===== config.mk =====
export PLATFORM = sky130hd
export DESIGN_NAME = elastic_pipe_reg_t
export DESIGN_NICKNAME = d
export VERILOG_FILES = /design/src/rtl/elastic_pipe_reg_t.sv
export SDC_FILE = /design/constraint.sdc
export NUM_CORES = 1
export LEC_CHECK = 0
export CAP_MARGIN = 25
export CORE_MARGIN = 2
export CORE_UTILIZATION = 60
export DETAILED_ROUTE_END_ITERATION = 10
export PLACE_DENSITY = 0.83
export SYNTH_ARGS = -nofsm -noshare
export SYNTH_HDL_FRONTEND = slang
export SYNTH_SLANG_ARGS = --single-unit

===== constraint.sdc =====
create_clock -name CLK -period 10.5 [get_ports CLK]
set_clock_uncertainty 0.1 [all_clocks]
set_input_delay 1.05 -clock CLK [delete_from_list [all_inputs] [get_ports CLK]]
set_output_delay 1.05 -clock CLK [all_outputs]
set_load 0.02 [all_outputs]

===== src/rtl/elastic_pipe_reg_t.sv =====
// -----------------------------------------------------------------------------
// elastic_pipe_reg_t
//
// Chain of STAGES elastic (2-entry skid) register stages with a valid/ready
// handshake on both sides. Backpressure costs no throughput, FLUSH
// synchronously drops every held item, and OCCUPANCY counts the items held.
// IN_READY, OUT_VALID and OUT_DATA all come straight from flops. So there is
// no combinational path from OUT_READY to IN_READY, and none from IN_* to
// OUT_*.
//
// Parameters:
//   BIT_WIDTH      payload width
//   DEFAULT_VALUE  value loaded into every data register on reset
//   STAGES         number of elastic stages, 1..8
//
// Ports:
//   CLK        clock, rising edge
//   RST        asynchronous active-high reset
//   FLUSH      synchronous clear of all valid state (data regs keep value)
//   IN_VALID   upstream item present
//   IN_READY   chain accepts an item this cycle (registered)
//   IN_DATA    upstream payload
//   OUT_VALID  item present at the output (registered)
//   OUT_READY  downstream accepts the item
//   OUT_DATA   output payload (registered)
//   OCCUPANCY  items currently held, 0..2*STAGES (registered)
// -----------------------------------------------------------------------------
module elastic_pipe_reg_t #(
   parameter int                   BIT_WIDTH     = 32,
   parameter logic [BIT_WIDTH-1:0] DEFAULT_VALUE = {BIT_WIDTH{1'b0}},
   parameter int                   STAGES        = 2,
   localparam int                  CNT_WIDTH     = $clog2(2*STAGES+1)
) (
   input  logic                 CLK,
   input  logic                 RST,
   input  logic                 FLUSH,
   input  logic                 IN_VALID,
   output logic                 IN_READY,
   input  logic [BIT_WIDTH-1:0] IN_DATA,
   output logic                 OUT_VALID,
   input  logic                 OUT_READY,
   output logic [BIT_WIDTH-1:0] OUT_DATA,
   output logic [CNT_WIDTH-1:0] OCCUPANCY
);

   // The encoding is chosen so that bit 0 is the main-register valid flag and
   // bit 1 is the skid-register valid flag. Both flags are then plain flop
   // outputs.
   typedef enum logic [1:0] {
      ST_EMPTY = 2'b00,
      ST_ONE   = 2'b01,
      ST_TWO   = 2'b11
   } stage_st_t;

   localparam logic [CNT_WIDTH-1:0] CNT_ZERO = {CNT_WIDTH{1'b0}};
   localparam logic [CNT_WIDTH-1:0] CNT_ONE  = {{(CNT_WIDTH-1){1'b0}}, 1'b1};

   stage_st_t            state_q [STAGES];
   stage_st_t            state_d [STAGES];
   logic [BIT_WIDTH-1:0] main_q  [STAGES];
   logic [BIT_WIDTH-1:0] main_d  [STAGES];
   logic [BIT_WIDTH-1:0] skid_q  [STAGES];
   logic [BIT_WIDTH-1:0] skid_d  [STAGES];
   logic [CNT_WIDTH-1:0] occ_q;
   logic [CNT_WIDTH-1:0] occ_d;
   logic                 in_ready_q;
   logic                 in_ready_d;

   logic                 up_valid_s   [STAGES];
   logic [BIT_WIDTH-1:0] up_data_s    [STAGES];
   logic                 down_ready_s [STAGES];
   logic                 acc_s        [STAGES];
   logic                 dep_s        [STAGES];
   logic                 in_fire_s;
   logic                 out_fire_s;

   // Stage k takes its input from stage k-1, or from the IN_* ports for the
   // first stage. Its downstream ready is the next stage's !skid_valid, or
   // OUT_READY for the last stage. Every term here is a flop output or a
   // primary input, so no combinational ready path runs through the chain.
   for (genvar k = 0; k < STAGES; k++) begin : g_link
      if (k == 0) begin : g_head
         assign up_valid_s[k] = IN_VALID;
         assign up_data_s[k]  = IN_DATA;
      end else begin : g_mid
         assign up_valid_s[k] = state_q[k-1][0];
         assign up_data_s[k]  = main_q[k-1];
      end
      if (k == STAGES-1) begin : g_tail
         assign down_ready_s[k] = OUT_READY;
      end else begin : g_inner
         assign down_ready_s[k] = ~state_q[k+1][1];
      end
      assign acc_s[k] = up_valid_s[k] & ~state_q[k][1];
      assign dep_s[k] = state_q[k][0] & down_ready_s[k];
   end

   assign in_fire_s  = acc_s[0];
   assign out_fire_s = dep_s[STAGES-1];

   // Per-stage next state and data-register load enables; FLUSH overrides all
   always_comb begin
      for (int k = 0; k < STAGES; k++) begin
         state_d[k] = state_q[k];
         main_d[k]  = main_q[k];
         skid_d[k]  = skid_q[k];
         if (FLUSH) begin
            // Valid state drops; data registers deliberately keep their value
            state_d[k] = ST_EMPTY;
         end else begin
            case (state_q[k])
               ST_EMPTY: begin
                  if (acc_s[k]) begin
                     state_d[k] = ST_ONE;
                     main_d[k]  = up_data_s[k];
                  end else begin
                     state_d[k] = ST_EMPTY;
                  end
               end
               ST_ONE: begin
                  if (acc_s[k] && dep_s[k]) begin
                     state_d[k] = ST_ONE;
                     main_d[k]  = up_data_s[k];
                  end else if (acc_s[k]) begin
                     state_d[k] = ST_TWO;
                     skid_d[k]  = up_data_s[k];
                  end else if (dep_s[k]) begin
                     state_d[k] = ST_EMPTY;
                  end else begin
                     state_d[k] = ST_ONE;
                  end
               end
               ST_TWO: begin
                  // in_ready is low here, so only a departure can happen
                  if (dep_s[k]) begin
                     state_d[k] = ST_ONE;
                     main_d[k]  = skid_q[k];
                  end else begin
                     state_d[k] = ST_TWO;
                  end
               end
               default: begin
                  state_d[k] = ST_EMPTY;
               end
            endcase
         end
      end
   end

   // Occupancy update and registered copy of the head stage's in_ready
   always_comb begin
      occ_d      = occ_q;
      in_ready_d = (state_d[0] != ST_TWO);
      if (FLUSH) begin
         occ_d = CNT_ZERO;
      end else if (in_fire_s && !out_fire_s) begin
         occ_d = occ_q + CNT_ONE;
      end else if (!in_fire_s && out_fire_s) begin
         occ_d = occ_q - CNT_ONE;
      end else begin
         occ_d = occ_q;
      end
   end

   // State, data and counter registers with asynchronous reset
   always_ff @(posedge CLK or posedge RST) begin
      if (RST) begin
         for (int k = 0; k < STAGES; k++) begin
            state_q[k] <= ST_EMPTY;
            main_q[k]  <= DEFAULT_VALUE;
            skid_q[k]  <= DEFAULT_VALUE;
         end
         occ_q      <= CNT_ZERO;
         in_ready_q <= 1'b1;
      end else begin
         for (int k = 0; k < STAGES; k++) begin
            state_q[k] <= state_d[k];
            main_q[k]  <= main_d[k];
            skid_q[k]  <= skid_d[k];
         end
         occ_q      <= occ_d;
         in_ready_q <= in_ready_d;
      end
   end

   assign IN_READY  = in_ready_q;
   assign OUT_VALID = state_q[STAGES-1][0];
   assign OUT_DATA  = main_q[STAGES-1];
   assign OCCUPANCY = occ_q;

endmodule


==> results_tabular.tex <==
\begin{tabular}{lr}
\hline
Metric & Value \\
\hline
\multicolumn{2}{l}{\textbf{Status}} \\
\quad Result of the run & completed \\
\multicolumn{2}{l}{\textbf{Final layout}} \\
\quad Layout net count & 505 \\
\quad Area delta synth->final & 18.50\% \\
\quad Commonest non-fill, non-tap cells in the layout & sky130\_fd\_sc\_hd\_\_mux2\_2, sky130\_fd\_sc\_hd\_\_dfrtp\_1, sky130\_fd\_sc\_hd\_\_clkdlybuf4s50\_1, sky130\_fd\_sc\_hd\_\_clkbuf\_16 \\
\quad Antenna cells & 0 \\
\quad Post-Layout Inst Area & 0.007396 mm\^{}2 \\
\quad Fraction of final layout cells sized beyond drive strength 1 & 0.5000 \\
\quad Most common cell after layout, fill and taps aside & sky130\_fd\_sc\_hd\_\_mux2\_2 \\
\quad Utilization of the core after routing & 0.7229 \\
\quad Layout Cells excl Fill & between 600 and 700 \\
\multicolumn{2}{l}{\textbf{Setup path}} \\
\quad Worst EP arrival & 3320 ps \\
\quad Required arrival time at the worst endpoint & 10800 ps \\
\quad Worst reg2reg startpoint & state\_q[3] \\
\quad Worst r2r path cells & 3 \\
\quad Element type at the critical path end & flip-flop \\
\quad Worst reg2reg setup slack & 8250 ps \\
\quad Endpoint of the worst setup timing path & skid\_q[60] \\
\quad Worst R2R End & skid\_q[60] \\
\quad Crit path launch & FLUSH \\
\quad Startpoint type of the worst setup path & primary input \\
\quad Class of the most critical setup path & in -> reg \\
\quad Maximum fanout along the worst path & 32 \\
\multicolumn{2}{l}{\textbf{Floorplan}} \\
\quad Die height & 106.0 um \\
\quad Horizontal die dimension & 106.0 um \\
\quad Placeable Area & 0.01023 mm\^{}2 \\
\quad IO Pins & 74 \\
\quad Core Rows & 37 \\
\quad Area of the die & 0.01123 mm\^{}2 \\
\quad Starting Density & 0.6100 \\
\multicolumn{2}{l}{\textbf{STA}} \\
\quad Final Cycle Share & 0.2882 \\
\quad Final max-slew violation count & 0 \\
\quad Maximum achievable frequency & 330.5 MHz \\
\quad Worst slew margin relative to its limit & 0.3288 \\
\quad Final Hold Viols & 0 \\
\quad Number of setup violations in the final report & 0 \\
\quad Min cycle time layout & between 3000 and 4000 ps \\
\quad Transition at the pin with the smallest max-transition slack & 1004 ps \\
\quad Setup repair after global routing missed its margin & no \\
\quad Worst hold-check slack & 400.1 ps \\
\quad Post-Route Setup TNS & 0 ps \\
\multicolumn{2}{l}{\textbf{Route}} \\
\quad Routed Antenna Nets & 0 \\
\quad Via count of the routed design & approximately 3400 \\
\quad Via density per instance & between 5 and 6 \\
\quad Number of search-and-repair iterations in the first detailed-routing pass & 4 \\
\quad WL final & 11.23 mm \\
\quad First-iteration detailed-routing DRC count & 94 \\
\quad Detail-routed net length per standard cell & roughly 18 um \\
\quad DR DRC count & 0 \\
\multicolumn{2}{l}{\textbf{Clock network}} \\
\quad Quantity of gates resized following cts & 0 \\
\quad TritonCTS clock tree & yes \\
\quad Num CTS Buffers & 17 \\
\quad Later-pin clock latency in the skew report & between 500 and 600 ps \\
\quad Hold\_buf cts & 0 \\
\quad Clock edge transition at the registers on the reported setup and hold paths & $\sim$60 ps \\
\quad H-Tree Depth & 4 \\
\quad Total setup buffers inserted after CTS & 0 \\
\quad CTS sink count & about 140 \\
\quad Master cell of the clock root buffer & sky130\_fd\_sc\_hd\_\_clkbuf\_8 \\
\quad Buffer depth of the longest clock path & 2 \\
\multicolumn{2}{l}{\textbf{GRT}} \\
\quad Routing usage on met3 & 0.04721 \\
\quad Met2 track demand over resource & 0.3525 \\
\quad Overflow left after global routing & 0 \\
\quad Number of antenna violations at the first check in global routing & 0 \\
\quad Layer with the highest usage after global routing & met2 \\
\quad Wire length of the first global-routing pass & 18.77 mm \\
\quad Maximum number of pins on one net before global-route repair & 72 \\
\quad Via count of the first global-routing pass & 3672 \\
\quad GR Layer Usage met1 & 0.2922 \\
\quad Total track usage & 0.2186 \\
\multicolumn{2}{l}{\textbf{Pwr}} \\
\quad Relative contribution of sequential cells to total power & 0.435 \\
\quad Leakage dissipation & 3.270 nW \\
\quad Peak supply drop & 151.2 uV \\
\quad Power density normalized to cell area & 209.1 mW/mm\^{}2 \\
\quad Logic pwr share & 0.199 \\
\quad Portion of total power attributed to the clock network & 0.366 \\
\quad Switching part of the total power & 0.2607 \\
\quad Net switching power & 403.2 uW \\
\quad Total internal power & between 1 and 1.5 mW \\
\multicolumn{2}{l}{\textbf{Yosys}} \\
\quad Number of distinct library cell variants in the gate-level netlist after synthesis & 29 \\
\quad Warnings, synthesis & 0 \\
\quad Async S/R FF share, synth & 1.000 \\
\quad Synth Net Count & 461 \\
\quad Yosys top cell area share & 0.5413 \\
\quad Sequential cell area fraction in the yosys report & 0.5455 \\
\quad Synth Cell Area & 0.006241 mm\^{}2 \\
\quad Average footprint of a synthesized cell & 14.75 um\^{}2 \\
\quad Leading post-synthesis cells by cell area & sky130\_fd\_sc\_hd\_\_dfrtp\_1, sky130\_fd\_sc\_hd\_\_mux2\_2, sky130\_fd\_sc\_hd\_\_buf\_4, sky130\_fd\_sc\_hd\_\_buf\_2, sky130\_fd\_sc\_hd\_\_buf\_6 \\
\quad Largest area contributor in the netlist & sky130\_fd\_sc\_hd\_\_dfrtp\_1 \\
\quad Gate Count Post-Synth & 423 \\
\quad Number of synthesized flops with an enable pin & 0 \\
\quad Synth Register Bits & 136 \\
\quad Predominant post-synthesis flop cell & sky130\_fd\_sc\_hd\_\_dfrtp\_1 \\
\multicolumn{2}{l}{\textbf{Place}} \\
\quad Post-DP HPWL & 6.650 mm \\
\quad Weighted congestion at the end of routability-driven global placement & 0.7327 \\
\quad Post-placement cell area & roughly 0.0068 mm\^{}2 \\
\quad Total placed cells including tap cells & 584 \\
\quad Number of I/O port buffers & 73 \\
\multicolumn{2}{l}{\textbf{Job}} \\
\quad Number of max-capacitance violations reported & 0 \\
\multicolumn{2}{l}{\textbf{Hold path}} \\
\quad Hold Path Class & reg -> reg \\
\hline
\end{tabular}
[power by group through the flow]
stage | Sequential (mW) | Combinational, mW | Clock [mW]
final | 0.673 | 0.308 | 0.566
after detailed placement | 0.681 | 0.309 | 0
after global placement | 0.675 | 0.302 | 0
after CTS | 0.674 | 0.313 | 0.575
after floorplan | 0.663 | 0.246 | 0
after global routing | 0.685 | 0.329 | 0.599
[state kept, by name (all words and copies together), names as in the netlist]
register	count
OUT_DATA	32
state_q	3
skid_q	64
main_q	32
OUT_VALID	1
OCCUPANCY	3
IN_READY	1
[routing by layer]
layer  wire (um)  up-vias
met1        4991     1769
li1            -     1554
met5           0        -
met2        5639       70
met4         212        0
met3         381       24
[cell usage after synthesis, types with 2 or more instances]
library cell,number
sky130_fd_sc_hd__mux2_2,193
sky130_fd_sc_hd__nand3_1,2
sky130_fd_sc_hd__buf_6,3
sky130_fd_sc_hd__dfrtp_1,135
sky130_fd_sc_hd__nand2_1,3
sky130_fd_sc_hd__o21ai_0,2
sky130_fd_sc_hd__nor2_1,7
sky130_fd_sc_hd__clkbuf_1,3
sky130_fd_sc_hd__buf_4,38
sky130_fd_sc_hd__inv_1,5
sky130_fd_sc_hd__a21oi_1,4
sky130_fd_sc_hd__or2_2,2
sky130_fd_sc_hd__buf_2,8
sky130_fd_sc_hd__nand2b_1,3
[metrics by stage]
stage | setup WS (ps) | total power [mW]
after detailed placement | 6955 | 0.9902
after global placement | 7030 | 0.9768
after global routing | 7381 | 1.614
after CTS | 7484 | 1.562
after floorplan | 5712 | 0.9087
final | 7474 | 1.547
[how the worst min path moves through the flow]
| stage | from | endpoint | slack [ps] | cells past startpoint |
|---|---|---|---|---|
| final | skid_q[59] | skid_q[59] | 400 | 1 |
| after global placement | main_q[35] | main_q[35] | 380 | 1 |
| after CTS | skid_q[62] | skid_q[62] | 400 | 1 |
| after floorplan | main_q[35] | main_q[35] | 370 | 1 |
| after detailed placement | skid_q[39] | skid_q[39] | 390 | 1 |
| after global routing | skid_q[25] | skid_q[25] | 420 | 1 |
[area by class of cell]
class	instances	area [um^2]
clock buffers	19	441.7
clock inverters	13	128.9
fillers	676	2835
inverters	5	23.77
multi-input cells	230	2466
flip-flops and latches	136	3405
well taps	136	170.2
repair buffers	77	760.7
[worst max-delay path, stage by stage]
cell and delay, ps:
sky130_fd_sc_hd__clkdlybuf4s50_1 690, sky130_fd_sc_hd__nand3b_1 360, sky130_fd_sc_hd__nor2_4 790, sky130_fd_sc_hd__mux2_2 420
[cells by family after synthesis]
logic type | after synthesis | synth area share
AND/OR/NAND/NOR | 25 | 0.02667
XOR/XNOR | 1 | 0.001404
flip-flops | 136 | 0.5455
buffers and inverters | 57 | 0.06235
multiplexers | 195 | 0.3516
AO/OA/AOI/OAI | 8 | 0.009223
adder cells (fa/ha/maj) | 1 | 0.003208
Power figures use the tool's default switching activity.
